[src/rtl/apb_slave_regs.sv]
// APB register slave: eight general registers, a DATA register and two transfer counters.
// Every ACCESS phase is stretched by WAIT_CYCLES; protocol violations raise a sticky flag.
module apb_slave_regs #(
    parameter int unsigned WAIT_CYCLES = 2
) (
    input  logic       pclk,
    input  logic       preset_n,
    input  logic       psel_i,
    input  logic       penable_i,
    input  logic [7:0] paddr_i,
    input  logic       pwrite_i,
    input  logic [7:0] pwdata_i,
    output logic [7:0] prdata_o,
    output logic       pready_o,
    output logic       pslverr_o,
    output logic       proto_err_o
);

    typedef enum logic [0:0] {StIdle, StAccess} state_e;

    localparam logic [3:0] WaitLast = 4'(WAIT_CYCLES);

    state_e     state_q, state_d;
    logic [7:0] addr_q;
    logic       write_q;
    logic [3:0] wait_cnt_q, wait_cnt_d;
    logic       proto_err_q, proto_err_d;
    logic [7:0] regs_q [8];
    logic [7:0] data_q;
    logic [7:0] wr_cnt_q;
    logic [7:0] rd_cnt_q;

    logic       latch;
    logic       complete;
    logic       is_cnt;
    logic       mapped;
    logic       err;
    logic [7:0] rd_val;

    // Decode works only on the latched address, so ACCESS-phase address changes are ignored.
    assign is_cnt = (addr_q == 8'hF0) || (addr_q == 8'hF1);
    assign mapped = (addr_q < 8'h08) || (addr_q == 8'hAB) || is_cnt;
    assign err    = !mapped || (write_q && is_cnt);

    always_comb begin
        rd_val = 8'h00;
        if (addr_q < 8'h08) begin
            rd_val = regs_q[addr_q[2:0]];
        end else if (addr_q == 8'hAB) begin
            rd_val = data_q;
        end else if (addr_q == 8'hF0) begin
            rd_val = wr_cnt_q;
        end else if (addr_q == 8'hF1) begin
            rd_val = rd_cnt_q;
        end
    end

    assign pready_o    = (state_q == StAccess) && (wait_cnt_q == WaitLast);
    assign pslverr_o   = pready_o && err;
    assign prdata_o    = (pready_o && !write_q && !err) ? rd_val : 8'h00;
    assign proto_err_o = proto_err_q;
    assign complete    = pready_o && psel_i && penable_i;

    always_comb begin
        state_d     = state_q;
        wait_cnt_d  = wait_cnt_q;
        proto_err_d = proto_err_q;
        latch       = 1'b0;
        unique case (state_q)
            StIdle: begin
                if (psel_i && !penable_i) begin
                    latch      = 1'b1;
                    wait_cnt_d = 4'd0;
                    state_d    = StAccess;
                end else if (psel_i && penable_i) begin
                    proto_err_d = 1'b1;
                end
            end
            StAccess: begin
                if (!psel_i || !penable_i) begin
                    proto_err_d = 1'b1;
                    state_d     = StIdle;
                end else if (pready_o) begin
                    state_d = StIdle;
                end else begin
                    wait_cnt_d = wait_cnt_q + 4'd1;
                end
            end
            default: state_d = StIdle;
        endcase
    end

    always_ff @(posedge pclk or negedge preset_n) begin
        if (!preset_n) begin
            state_q     <= StIdle;
            addr_q      <= 8'h00;
            write_q     <= 1'b0;
            wait_cnt_q  <= 4'd0;
            proto_err_q <= 1'b0;
        end else begin
            state_q     <= state_d;
            wait_cnt_q  <= wait_cnt_d;
            proto_err_q <= proto_err_d;
            if (latch) begin
                addr_q  <= paddr_i;
                write_q <= pwrite_i;
            end
        end
    end

    // Erroneous completions leave registers and counters untouched.
    always_ff @(posedge pclk or negedge preset_n) begin
        if (!preset_n) begin
            for (int i = 0; i < 8; i++) begin
                regs_q[i] <= 8'h00;
            end
            data_q   <= 8'h00;
            wr_cnt_q <= 8'h00;
            rd_cnt_q <= 8'h00;
        end else if (complete && !err) begin
            if (write_q) begin
                if (addr_q < 8'h08) begin
                    regs_q[addr_q[2:0]] <= pwdata_i;
                end else begin
                    data_q <= pwdata_i;
                end
                wr_cnt_q <= wr_cnt_q + 8'd1;
            end else begin
                rd_cnt_q <= rd_cnt_q + 8'd1;
            end
        end
    end

endmodule
[config.mk]
export PLATFORM = sky130hd
export DESIGN_NAME = apb_slave_regs
export DESIGN_NICKNAME = d
export VERILOG_FILES = /design/src/rtl/apb_slave_regs.sv
export SDC_FILE = /design/constraint.sdc
export NUM_CORES = 1
export LEC_CHECK = 0
export CAP_MARGIN = 20
export CORE_UTILIZATION = 55
export CTS_CLUSTER_DIAMETER = 30
export CTS_CLUSTER_SIZE = 40
export DETAILED_ROUTE_END_ITERATION = 8
export PLACE_DENSITY = 0.75
export SETUP_SLACK_MARGIN = 0.05
export SKIP_CTS_REPAIR_TIMING = 1
export SYNTH_ARGS = -nofsm -noshare
export SYNTH_HDL_FRONTEND = slang
export SYNTH_SLANG_ARGS = --single-unit
[constraint.sdc]
create_clock -name pclk -period 5.2 [get_ports pclk]
set_input_delay 0.78 -clock pclk [delete_from_list [all_inputs] [get_ports pclk]]
set_output_delay 0.78 -clock pclk [all_outputs]
set_load 0.1 [all_outputs]
After elaboration in Yosys (flattened, before gate mapping)
Cells that the tools add are included.

word-level totals
  flip-flop bits (word level) = 103
  input port bits = 21
  word-level logic and storage cells = 87

operators by class
  add/sub/neg operators = 3
  order comparisons = 3
  equality and inequality tests = 10
  multiplexer cells = 24
  bitwise logic cells = 4
  reductions and logical operators = 27

operators with widths
  kind                                                                          count
  64-bit bitwise mux                                                            1
  8-bit 2-to-1 mux                                                              8
  8-bit binary-select mux with 3-bit select                                     1
  8-bit demux with 3-bit select                                                 1
  8-bit == test, second input constant                                          3
  8-bit by 1-bit adder with 8-bit output, second input constant                 2
  4-bit 2-to-1 mux                                                              3
  3-bit AND reduction                                                           4
  1-bit logical AND                                                             11
  2-bit != test, second input constant                                          5
  8-bit by 4-bit less-than comparator with 1-bit output, second input constant  1
  4-bit case mux with 2 select lines                                            1
  1-bit 2-to-1 mux                                                              7
  1-bit zero test                                                               5
  1-bit logical OR                                                              5
  4-bit by 1-bit adder with 4-bit output, second input constant                 1
  4-bit by 2-bit == test with 1-bit output, second input constant               1
  4-bit greater-or-equal comparator, second input constant                      1
  4-bit by 1-bit less-than comparator with 1-bit output, second input constant  1
  3-bit inverter with 4-bit output                                              1
  1-bit case mux with 2 select lines                                            2
  2-bit AND reduction                                                           2
  1-bit inverter                                                                3
  2-bit by 1-bit != test with 1-bit output, second input constant               1

Logic depth before layout (Yosys ltp)
  word-level depth = 8
  gate-level depth with buffers = 9
  gate-level depth less buffers = 7

Worst setup path before layout
OpenSTA, ideal clock, no wires.

  path kind = reg2out
  start point = register addr_q[2]
  end point = output pslverr_o
  data arrival time = 2.793 ns
  path slack = 1.627 ns
  stages on the path, launching flop included = 8
  path through = dfrtp_1 clkbuf_1 and3b_1 clkbuf_1 nand3_1 clkbuf_1 a32oi_1 nor2_1

on the way
  cells in the longest elaborated chain, start to end = 6
  elaborated cells on any way between the ends = 11
  classes of those cells = order compare: 1; eq/ne: 3; reduce/logical: 7

ends and longest elaborated chain
  element                                                                        line    RTL
  start, declared                                                                24      logic [7:0] addr_q;
  start signal, assigned                                                         105     addr_q <= paddr_i;
  8-bit by 4-bit less-than comparator with 1-bit output (tied with other cells)  42      assign mapped = (addr_q < 8'h08) || (addr_q == 8'hAB) || is_cnt;
  1-bit logical OR (on tied branches)                                            42, 41
  1-bit logical OR                                                               42
  1-bit zero test                                                                43      assign err = !mapped || (write_q && is_cnt);
  1-bit logical OR (*)                                                           43
  1-bit logical AND (*)                                                          59      assign pslverr_o = pready_o && err;
  end, declared                                                                  15      output logic pslverr_o,

Every way passes the cells marked *; elsewhere a longest branch is shown, timed or not.

Worst setup path after layout
  start point = register addr_q[0]
  end point = output prdata_o[3]

on the way
  cells in the longest elaborated chain, start to end = 8
  elaborated cells on any way between the ends = 21
  classes of those cells = order compare: 1; eq/ne: 3; mux: 8; bitwise: 1; reduce/logical: 8

ends and longest elaborated chain
  element                                                                        line    RTL
  8-bit by 4-bit less-than comparator with 1-bit output (tied with other cells)  42, 47
  1-bit logical OR (on tied branches)                                            42, 41
  1-bit logical OR                                                               42
  1-bit zero test                                                                43
  1-bit logical OR                                                               43
  1-bit zero test                                                                60      assign prdata_o = (pready_o && !write_q && !err) ? rd_val : 8'h00;
  1-bit logical AND                                                              60
  8-bit 2-to-1 mux (*)                                                           60
  end, declared                                                                  13      output logic [7:0] prdata_o,

Every way passes the cells marked *; elsewhere a longest branch is shown, timed or not. The select of a mux whose other input is x is not followed.

==> flow_summary.ini <==
[outcome]
status = finished, final reports clean

[logic_synthesis]
async_flop_share_pct = 100.0
synth_seq_area_share_pct = 48.83
synth.top_cell.area_share_pct = 48.83
yosysWarnings = 0
yosysMostFrequentCell = dfrtp_1
syn_nets = 420
synth-edff-count = 0
netlist_top_cells_count = dfrtp_1 (103), mux2_2 (67), mux2_4 (24)
synthCells = 395
synth_ff_type = dfrtp_1
ys_ff_latch = 103
yosysTopAreaCell = dfrtp_1
ys_types = 50
synthTopCellsByArea = dfrtp_1 (49%), mux2_2 (14%), mux2_4 (6.8%), mux4_2 (5.1%), xor2_1 (2.2%)
synth.avg_cell_area_um2 = 13.36
synth.cell_area_um2 = 5279

[setup_path]
reg2reg_slack_ps = 2220
worst-path-stages = 7
r2r_start = wait_cnt_q[0]
crit_family = simple AND/OR/NAND/NOR gates
cpMaxStageDelayCell = a211oi_1
crit_type = flop to output port
worstSetupStartpointType = flop
critPathBufInv = 3
crit_chain = buf_4 > nor4bb_1 > buf_4 > nand3_1 > a211oi_1 > and2_1 > buf_12
critPathMaxFanout = 30
worstPathArrival_ps = 3420
endpoint_kind = output port
r2r_cells = 6
reg2reg_to = regs_q[14]
required_ps = 4420
slowest_delay_ps = 890
crit_top_cell = buf_4

[drt]
num_vias = 3301
drt_iter0_drc = 134
routed_wl_um = 10620
drc = 0
wire_per_inst_um = 19.28
viasPerCell = 5.991
dr.pass1.iters = 4
drtAntennaViolNets = 0

[timing]
slew_headroom_pct = 34.61
worst_pin_slew_ps = 975.5
fin_skew_ps = 13.79
min_period_ps = 4204
hold_violations = 0
grt_setup_unrepaired = no
final.setup.worst_slack_ps = 996.4
timing.final.max_slew_violations = 0
fin_crit_sh_pct = 80.84
timing.setup.tns_ps = 0
fmax_mhz = 237.9
setup_violations = 0

[clock_network]
cts.path.max_buffers = 2
cts.sinks = 103
cts_tree = yes
cts_max_level = 3
clk_pin_slew_ps = 90
root_buffer = clkbuf_8
clk_latency_ps = 380
numCtsBuffers = 9

[layout]
register_area_um2 = 2577
layout.nets = 442
multi_input_comb_area_um2 = 2522
fill_cells = 736
diodes = 0
drive_gt1_share_pct = 35.07
utilization_pct = 63.99
area_growth_syn_to_layout_pct = 12.54

[place]
hpwl_um = 7207
place_ws_ps = 1425
place.port_buffers = 31
gp_congestion = 0.8137

[grt]
grt_util_all_layers_pct = 23.70
grt_pass1_wl_um = 17950
overflow = 0
grt_pass1_vias = 3422
antenna_found_initial = 0
grt_max_degree = 70

[hold_path]
holdPathEnd = proto_err_o
min_path_type = flop to flop
whs_path_depth = 1
holdCritStartpoint = proto_err_o

[die]
core_area_um2 = 9284
initial_core_util_pct = 56.86
pin_count = 32
die-area_um2 = 9994
rows = 35
die_w_um = 99.97
die_h_um = 99.97

[job]
max-cap-violations = 0

[pwr]
leakage_nw = 2.781
fin_total_pwr_w = 0.001640
p_per_area_nw_per_um2 = 276.1
peakVddDrop_mv = 0.2490
[power breakdown]
group / switching [W] / internal [W]
logic: 0.000155 / 0.000115
clock network: 0.000274 / 0.000228
registers: 0.0000382 / 0.000830
[registers in the layout (all words and copies together) (netlist names)]
name         count
data_q           8
addr_q           8
write_q          1
proto_err_o      1
rd_cnt_q         8
state_q          1
wait_cnt_q       4
regs_q          64
wr_cnt_q         8
[how the worst max path moves through the flow]
stage,startpoint,end,slack [ps]
after global routing,addr_q[0],prdata_o[6],670
after global placement,addr_q[0],prdata_o[3],1490
final,addr_q[0],prdata_o[3],1000
after floorplan,addr_q[2],pslverr_o,1630
after detailed placement,addr_q[0],prdata_o[3],1430
after CTS,addr_q[0],prdata_o[3],980
[metrics by stage]
step | instance area [µm²] | cells | hold slack [ps]
finish | 5941 | 551 | 475.2
global route | 5941 | 551 | 503.0
CTS | 5941 | 551 | 476.1
detailed placement | 5744 | 535 | 451.4
global placement | 5744 | 535 | 449.4
floorplan | 5279 | 395 | 436.2
[worst reg2reg max path: stages, from the launching register on]
cell	delay (ps)
dfrtp_1	420
inv_1	100
ha_1	180
nand4bb_1	310
or4_4	680
nor3_2	770
mux2_2	420
[cell families (layout without fill, tap and decap cells)]
| family | after synthesis | in the layout | synth area share, % |
|---|---|---|---|
| mux | 113 | 113 | 28.13 |
| flops | 103 | 103 | 48.83 |
| simple gates | 68 | 68 | 8.462 |
| compound gates | 53 | 53 | 7.751 |
| buf+inv | 39 | 66 | 3.389 |
| xor+xnor | 15 | 15 | 2.489 |
| fa+ha+maj | 4 | 4 | 0.9481 |
[cells in the final DEF (no fill, tap or decap), drive strengths merged, types with 10 or more instances in the layout]
| cell type | Yosys | layout |
|---|---|---|
| mux2 | 91 | 91 |
| buf | 10 | 17 |
| clkdlybuf4s50 | 0 | 21 |
| dfrtp | 103 | 103 |
| nand2 | 15 | 15 |
| clkbuf | 17 | 11 |
| mux4 | 12 | 12 |
| inv | 11 | 13 |
| xor2 | 13 | 13 |
| mux2i | 10 | 10 |
| a211oi | 10 | 10 |
[final cells by class]
cell class / instances / share of cell area [%]
timing repair buffer: 38 / 7.372
inverter: 12 / 0.7582
clock buffer: 11 / 2.211
multi-input combinational: 253 / 42.46
tap: 129 / 2.717
clock inverter: 5 / 1.095
sequential: 103 / 43.39
[metal layers]
metal | up-vias | track usage, % | wire length [µm] | share of wire (%)
met5 | - | 0 | 0 | 0
met4 | 0 | 8.361 | 214 | 2.0
met3 | 23 | 4.596 | 303 | 2.9
met2 | 75 | 38.78 | 5210 | 49
met1 | 1679 | 31.84 | 4893 | 46
li1 | 1524 | - | - | -
No activity file was read; power rests on OpenSTA's default activity.
